## src/rtl/reorder_buffer_pkg.sv

```systemverilog
// Reorder buffer shared types and sizing.
// Entry layout used by the in-order retirement buffer.
package reorder_buffer_pkg;

  localparam int ROB_DEPTH  = 32;
  localparam int ROB_TAG_W  = 5;
  localparam int ROB_PREG_W = 7;

  typedef struct packed {
    logic        valid;
    logic        done;
    logic [6:0]  pd_new;
    logic [6:0]  pd_old;
    logic [31:0] pc;
  } rob_entry_t;

endpackage

```

## src/rtl/reorder_buffer.sv

```systemverilog
// Circular in-order reorder buffer: allocate at tail, complete
// out of order, retire one per cycle at head, truncate on mispredict.
module reorder_buffer
  import reorder_buffer_pkg::*;
#(
  parameter int DEPTH  = ROB_DEPTH,
  parameter int TAG_W  = ROB_TAG_W,
  parameter int PREG_W = ROB_PREG_W
) (
  input  logic              clk,
  input  logic              reset,
  input  logic              rob_we_in,
  input  logic [PREG_W-1:0] pd_new_in,
  input  logic [PREG_W-1:0] pd_old_in,
  input  logic [31:0]       pc_in,
  output logic [TAG_W-1:0]  rob_tag_out,
  output logic              rob_full_out,
  output logic [TAG_W-1:0]  head_tag_out,
  output logic              rob_empty_out,
  input  logic              cmpl_valid [0:2],
  input  logic [TAG_W-1:0]  cmpl_tag [0:2],
  input  logic              mispredict,
  input  logic [TAG_W-1:0]  mispredict_tag,
  output logic              commit_valid_out,
  output logic [TAG_W-1:0]  commit_tag_out,
  output logic [PREG_W-1:0] commit_pd_old_out,
  output logic [PREG_W-1:0] commit_pd_new_out,
  output logic [31:0]       commit_pc_out
);

  rob_entry_t       rob [DEPTH];
  rob_entry_t       head_e;
  logic [TAG_W-1:0] head;
  logic [TAG_W-1:0] tail;
  logic [TAG_W:0]   count;
  logic             full;
  logic             alloc;
  logic             commit;
  logic [TAG_W-1:0] br_age;
  logic [DEPTH-1:0] kill;
  logic [DEPTH-1:0] hit;

  assign head_e = rob[head];
  assign full   = count == (TAG_W+1)'(DEPTH);
  assign alloc  = rob_we_in && !full && !mispredict;
  assign commit = head_e.valid && head_e.done && !mispredict;
  assign br_age = mispredict_tag - head;

  // Age relative to head; anything older-than-branch survives.
  for (genvar i = 0; i < DEPTH; i++) begin : g_ent
    localparam logic [TAG_W-1:0] IDX = TAG_W'(i);
    logic [TAG_W-1:0] age;
    assign age     = IDX - head;
    assign kill[i] = mispredict && (age > br_age);
    assign hit[i]  = (cmpl_valid[0] && cmpl_tag[0] == IDX)
                  || (cmpl_valid[1] && cmpl_tag[1] == IDX)
                  || (cmpl_valid[2] && cmpl_tag[2] == IDX);
  end

  always_ff @(posedge clk or negedge reset) begin
    if (!reset) begin
      head  <= '0;
      tail  <= '0;
      count <= '0;
      for (int i = 0; i < DEPTH; i++) rob[i] <= '0;
    end else begin
      for (int i = 0; i < DEPTH; i++) begin
        if (kill[i]) begin
          rob[i].valid <= 1'b0;
          rob[i].done  <= 1'b0;
        end else if (alloc && tail == TAG_W'(i)) begin
          rob[i] <= '{valid: 1'b1, done: 1'b0,
                      pd_new: pd_new_in,
                      pd_old: pd_old_in,
                      pc: pc_in};
        end else if (commit && head == TAG_W'(i)) begin
          rob[i].valid <= 1'b0;
          rob[i].done  <= 1'b0;
        end else if (hit[i] && rob[i].valid) begin
          rob[i].done <= 1'b1;
        end
      end
      if (mispredict) begin
        tail  <= mispredict_tag + TAG_W'(1);
        count <= {1'b0, br_age} + (TAG_W+1)'(1);
      end else begin
        if (alloc)  tail <= tail + TAG_W'(1);
        if (commit) head <= head + TAG_W'(1);
        count <= count + (TAG_W+1)'(alloc)
                       - (TAG_W+1)'(commit);
      end
    end
  end

  assign rob_tag_out       = tail;
  assign rob_full_out      = full;
  assign head_tag_out      = head;
  assign rob_empty_out     = count == '0;
  assign commit_valid_out  = commit;
  assign commit_tag_out    = head_e.valid ? head : '0;
  assign commit_pd_old_out = head_e.valid ? head_e.pd_old : '0;
  assign commit_pd_new_out = head_e.valid ? head_e.pd_new : '0;
  assign commit_pc_out     = head_e.valid ? head_e.pc : '0;

  mispredict_tag_valid: assert property (
    @(posedge clk) disable iff (!reset)
    mispredict |-> rob[mispredict_tag].valid
  );

endmodule

```

## config.mk

```make
export PLATFORM = sky130hd
export DESIGN_NAME = reorder_buffer
export DESIGN_NICKNAME = d
export VERILOG_FILES = /design/src/rtl/reorder_buffer_pkg.sv /design/src/rtl/reorder_buffer.sv
export SDC_FILE = /design/constraint.sdc
export NUM_CORES = 2
export LEC_CHECK = 0
export CORE_ASPECT_RATIO = 0.8
export CORE_MARGIN = 5
export CORE_UTILIZATION = 28
export CTS_CLUSTER_DIAMETER = 120
export DETAILED_ROUTE_END_ITERATION = 10
export PLACE_DENSITY = 0.43
export SLEW_MARGIN = 0
export SYNTH_ARGS = -nofsm -noshare
export SYNTH_HDL_FRONTEND = slang
export SYNTH_SLANG_ARGS = --single-unit
export TNS_END_PERCENT = 5
```

## constraint.sdc

```tcl
create_clock -name clk -period 4.8 [get_ports clk]
set_clock_uncertainty 0.1 [all_clocks]
set_input_delay 0.96 -clock clk [delete_from_list [all_inputs] [get_ports clk]]
set_output_delay 0.96 -clock clk [all_outputs]
set_load 0.05 [all_outputs]
```

### Word-level counts from Yosys, hierarchy flattened

Cells that the tools add are included.

| cells by class | value |
|---|---|
| $add $sub $neg | 39 |
| order comparisons | 33 |
| equal/unequal tests | 156 |
| muxes and demuxes | 170 |
| bitwise gates (word level) | 34 |
| reductions and logical operators | 398 |

Operator list:

| kind | number |
|---|---|
| 5-bit == test (second input constant) | 80 |
| 48-bit binary-select mux with 5-bit select | 1 |
| 1-bit logical AND | 228 |
| 5-bit by 4-bit == test with 1-bit output (second input constant) | 40 |
| 5-bit > comparator | 32 |
| 2-bit two-way mux | 64 |
| 4-bit nonzero test | 32 |
| 5-bit by 3-bit == test with 1-bit output (second input constant) | 20 |
| 1-bit two-way mux | 96 |
| 48-bit two-way mux | 2 |
| 3-bit nonzero test | 32 |
| 5-bit subtractor (first input constant) | 16 |
| 2-bit AND reduction | 33 |
| 1-bit logical OR | 64 |
| 5-bit by 2-bit == test with 1-bit output (second input constant) | 10 |
| 4-bit by 5-bit subtractor with 5-bit output (first input constant) | 8 |
| 1-bit NOT | 33 |
| 32-bit two-way mux | 1 |
| 5-bit by 1-bit == test with 1-bit output (second input constant) | 5 |
| 5-bit zero test | 5 |
| 3-bit by 5-bit subtractor with 5-bit output (first input constant) | 4 |
| 5-bit by 1-bit adder with 5-bit output (second input constant) | 3 |
| 5-bit two-way mux | 3 |
| 7-bit two-way mux | 2 |
| other kinds (13) | 16 |

| word-level totals | value |
|---|---|
| flip-flop bits (word level) | 1552 |
| bits of input ports | 73 |
| output and inout port bits | 64 |
| word-level logic and storage cells | 993 |

### Logic depth before layout (Yosys ltp)

| depth | value |
|---|---|
| depth in word-level cells | 10 |
| depth in mapped cells | 20 |
| mapped depth without buffers | 16 |

### Worst setup path before layout

OpenSTA, ideal clock, no wires.

| timing path | value |
|---|---|
| path type | flip-flop to flip-flop |
| from | register head[3] (netlist: head_tag_out[3]) |
| to | register count[5] |
| setup time | 136 ps |
| arrival time | 4589 ps |
| required time | 4564 ps |
| setup slack | -24 ps |
| stages on the path, launching flop included | 17 |
| path buffers | 2 |
| clock period less this slack | 4824 ps |
| cell sequence | dfrtp_1 -> buf_2 -> mux4_2 -> mux2i_1 -> o22ai_1 -> o31ai_2 -> buf_2 -> nor2_2 -> ha_1 -> inv_1 -> ha_1 -> a21o_1 -> a21oi_1 -> o21bai_1 -> a21oi_1 -> xnor2_1 -> a21oi_1 |

| on the way | value |
|---|---|
| cells in the longest elaborated chain, start to end | 8 |
| elaborated cells on any way between the ends | 10 |
| classes of those cells | add/sub (3); mux (4); bitwise (1); reduce/logical (2) |

RTL lines:

| item | line | source |
|---|---|---|
| start, declared | reorder_buffer.sv:33 | `logic [TAG_W-1:0] head;` |
| start signal, assigned | reorder_buffer.sv:88 | `if (commit) head <= head + TAG_W'(1);` |
| 5-bit NOT with 6-bit output (implied by the code) | reorder_buffer.sv:43 | `assign head_e = rob[head];` |
| 48-bit binary-select mux with 5-bit select | reorder_buffer.sv:43 |  |
| 48-bit two-way mux (implied by the code) (2 in a row) | reorder_buffer.sv:43 |  |
| 1-bit logical AND (2 in a row) | reorder_buffer.sv:46 | `assign commit = head_e.valid && head_e.done && !mispredict;` |
| named net commit_valid_out | reorder_buffer.sv:24 | `output logic commit_valid_out,` |
| 6-bit by 1-bit subtractor with 6-bit output | reorder_buffer.sv:90 | `- (TAG_W+1)'(commit);` |
| 6-bit two-way mux | reorder_buffer.sv:83 | `if (mispredict) begin` |
| end signal, assigned | reorder_buffer.sv:85 | `count <= {1'b0, br_age} + (TAG_W+1)'(1);` |
| end signal, assigned | reorder_buffer.sv:89 | `count <= count + (TAG_W+1)'(alloc)` |
| end, declared | reorder_buffer.sv:35 | `logic [TAG_W:0] count;` |

The timed path passes the listed nets, and every way through them passes these cells. The select of a mux whose other input is x is not followed.
A chain may end at the register's enable or synchronous reset.

### Worst setup path in the final report

| timing path | value |
|---|---|
| from | register head[1] (netlist: head_tag_out[1]) |
| to | output port commit_pc_out[10] |

| on the way | value |
|---|---|
| cells in the longest elaborated chain, start to end | 5 |

RTL lines:

| item | line | source |
|---|---|---|
| 5-bit NOT with 6-bit output (implied by the code) | reorder_buffer.sv:43 |  |
| 48-bit binary-select mux with 5-bit select | reorder_buffer.sv:43 |  |
| 48-bit two-way mux (implied by the code) (2 in a row) | reorder_buffer.sv:43 |  |
| 32-bit two-way mux | reorder_buffer.sv:103 | `assign commit_pc_out = head_e.valid ? head_e.pc : '0;` |
| end, declared | reorder_buffer.sv:28 | `output logic [31:0] commit_pc_out` |

Every way passes these cells. The select of a mux whose other input is x is not followed.

==> results.txt <==
Synth Flop Type - dfrtp_1
part of the cycle the worst path needs - 99.6%
Yosys reg bits - 1,552
ys async rst share - 100%
peak supply drop - 360 µV
Final ANT Viol Nets - 0
Max-slew headroom - 18.0%
largest net degree at the start of global routing - 154
Syn Inst Count - 5,264
fin crit period - 4.78 ns
unrepaired setup endpoints after global routing - true
final core utilization - 32.9%
clk slew on worst S/H paths - 0.06 ns
CTS buffer count - 179
initial core utilization - 28.2%
H-Tree Depth - 4
GRT Residual Overflow - 0
sequential fraction of the synthesis area - 52.5%
Syn Std Cell Area - 73,900 µm²
Leak Pwr - 39.6 nW
hpwl dp - 137,000 µm
critical path class - register to output pin
clk buf depth - 4
Post-synth EDFFs - 0
gr usage total - 17.2%
met1 wire length - 115,000 µm
DIE AREA - 275,000 µm²
CP Data Required Time - 3.74 ns
syn avg cell area - 14.0 µm²
core area - 262,000 µm²
port buffer count - 136
Filler cells - 25,800
first-pass GRT wire length - 351,000 µm
yosys warns - 0
status - completed
CP arrival - 3.72 ns
vias in the first global route - 47,500
MaxCap Viol Count - 0
DR vias/cell - 5.07
setup_tns - 0 ns
std cell rows - 168
routed wire length - 239,000 µm
IO Pins - 137
Slew @ Worst Pin - 1.23 ns
clk_lat worst skew - 0.84 ns
Area Growth Syn to Fin - 16.8%
critical path fanouts, max - 110
pwr dens - 595 nW/µm²
element type at the critical path start - register
CTS root buf - clkbuf_16
1st-iter DRT viols - 3,482
Reg area - 38,900 µm²
endpoints failing hold - 0
fin nets - 5,445
Worst Setup End Kind - output pin
top layer reached by signal wires - met5
Hold Slack - 0.367 ns
final slew viol count - 0
via count - 45,200
Fmax achieved - 0.209 GHz
Unique masters post-synth - 79
drt drc - 0
antenna violations before repair - 17
footprint of the multi-input gates - 33,200 µm²
worst hold path type - register to register
setup violators final - 0
WL met2 - 108,000 µm
Die H - 470 µm
syn nets - 5,412
drt wl/cell - 26.8 µm
RePlAce Congestion - 0.873
CTS tree - done
metal3 WL - 10,700 µm
share of layout cells above drive strength 1 - 43.3%
DRT Pass-1 Iters - 7
CTS Sinks - 1,552
die width - 585 µm
sequential cells by signal, summed over array words and instances, names as in the netlist:
name and count:
count 6, rob_tag_out 5, head_tag_out 5, rob 1536
layout make-up:
type	count	share of cell area, %
sequential	1552	45.0
antenna	3	0.00869
clock inverter	34	0.458
tap	3485	5.05
inverter	66	0.303
multi-input combinational	3170	38.4
clock buffer	272	6.15
timing repair buffer	328	4.61
worst max-delay path, cell delays in order (launching register included):
cell and delay, ns:
dfrtp_4 0.55, buf_12 0.42, mux4_2 0.42, mux4_2 0.54
nand2_1 0.22, a21oi_1 0.13, buf_4 0.21
timing repair:
action                                  CTS  global route
pin swaps                                 1             2
endpoints found under the setup margin   49            47
buffers inserted                          4             1
gates resized for setup                  12            11
endpoints found under the hold margin    51             0
hold buffers                              1             0
cloned                                    0             1
path summary, 6_finish.rpt:
kind	slack, ns	start	endpoint	cells past startpoint
setup / recovery	0.02	head_tag_out[1]$_DFFE_PN0P_	commit_pc_out[10]	6
hold / removal	0.37	rob[1004]$_DFFE_PN0P_	rob[1004]$_DFFE_PN0P_	2
setup reg to reg	0.65	head_tag_out[2]$_DFFE_PN0P_	rob[239]$_DFFE_PN0P_	15
hold reg to reg	0.37	rob[1004]$_DFFE_PN0P_	rob[1004]$_DFFE_PN0P_	2
max in group asynchronous	2.48	reset	rob[933]$_DFFE_PN0P_	4
min in group asynchronous	0.60	reset	count[5]$_DFF_PN0_	2
synth_stat cells, types with 6 or more instances:
master | instances | area share (%)
a21boi_0 | 6 | 0.061
a21o_1 | 6 | 0.061
a21oi_1 | 93 | 0.63
a31o_2 | 11 | 0.13
a31oi_1 | 6 | 0.051
and2_1 | 10 | 0.085
and3_1 | 17 | 0.14
and4_1 | 7 | 0.083
buf_1 | 53 | 0.27
buf_2 | 107 | 0.72
clkbuf_1 | 312 | 1.6
dfrtp_1 | 1552 | 53
ha_1 | 73 | 1.2
inv_1 | 65 | 0.33
maj3_1 | 10 | 0.14
mux2_2 | 1290 | 20
mux2i_1 | 15 | 0.20
mux4_2 | 477 | 15
nand2_1 | 705 | 3.6
nand2b_1 | 13 | 0.11
nand3_1 | 26 | 0.18
nand4_1 | 9 | 0.076
nand4b_1 | 9 | 0.11
nor2_1 | 77 | 0.39
nor2b_1 | 14 | 0.12
nor3_1 | 26 | 0.18
nor4_1 | 6 | 0.051
o211ai_1 | 6 | 0.061
o21a_1 | 17 | 0.17
o21ai_0 | 63 | 0.43
o22a_1 | 16 | 0.19
o22ai_1 | 22 | 0.19
o31ai_1 | 7 | 0.071
or3_1 | 7 | 0.059
or4bb_1 | 6 | 0.091
xnor2_1 | 37 | 0.44
xor2_1 | 9 | 0.11
cells in the final DEF (no fill, tap or decap), types with 12 or more instances in the layout:
master           instances
dfrtp_1               1548
mux2_2                1290
nand2_1                687
mux4_2                 477
clkbuf_16              183
buf_4                  137
a21oi_1                 92
buf_12                  90
clkdlybuf4s50_1         84
ha_1                    73
nor2_1                  65
o21ai_0                 63
inv_1                   62
clkbuf_1                48
clkbuf_8                42
xnor2_1                 37
nor3_1                  23
nand3_1                 23
o22ai_1                 21
clkinv_2                18
and3_1                  17
o21a_1                  17
o22a_1                  16
nand2_4                 15
nor2b_1                 14
mux2i_1                 13
nand2b_1                13
nor2_4                  12
layer usage:
| metal | GRT usage [%] | up-vias |
|---|---|---|
| li1 | - | 19200 |
| met1 | 25.4 | 24700 |
| met2 | 26.5 | 955 |
| met3 | 2.89 | 290 |
| met4 | 3.39 | 6 |
| met5 | 0 | - |
through the flow:
stage               area, µm²  power (mW)  instances  setup slack [ns]
floorplan               74000        32.6       5264             0.100
global placement        80500        37.6       8594             0.305
detailed placement      80500        37.9       8594             0.213
CTS                     86300        51.9       8905           -0.0809
global route            86400        54.4       8909           -0.0780
finish                  86400        51.4       8910            0.0207
cell families after synthesis:
family,after synthesis,share of synthesized area (%)
flops,1552,52.5
compound gates,291,2.50
buf+inv,542,2.97
mux,1783,34.4
xor+xnor,46,0.545
fa+ha+maj,85,1.42
simple gates,965,5.65
power by group:
| part | switching [mW] | internal [mW] |
|---|---|---|
| registers | 2.44 | 18.0 |
| logic | 7.82 | 9.59 |
| clock network | 5.66 | 7.97 |
No activity file was read; power rests on OpenSTA's default activity.
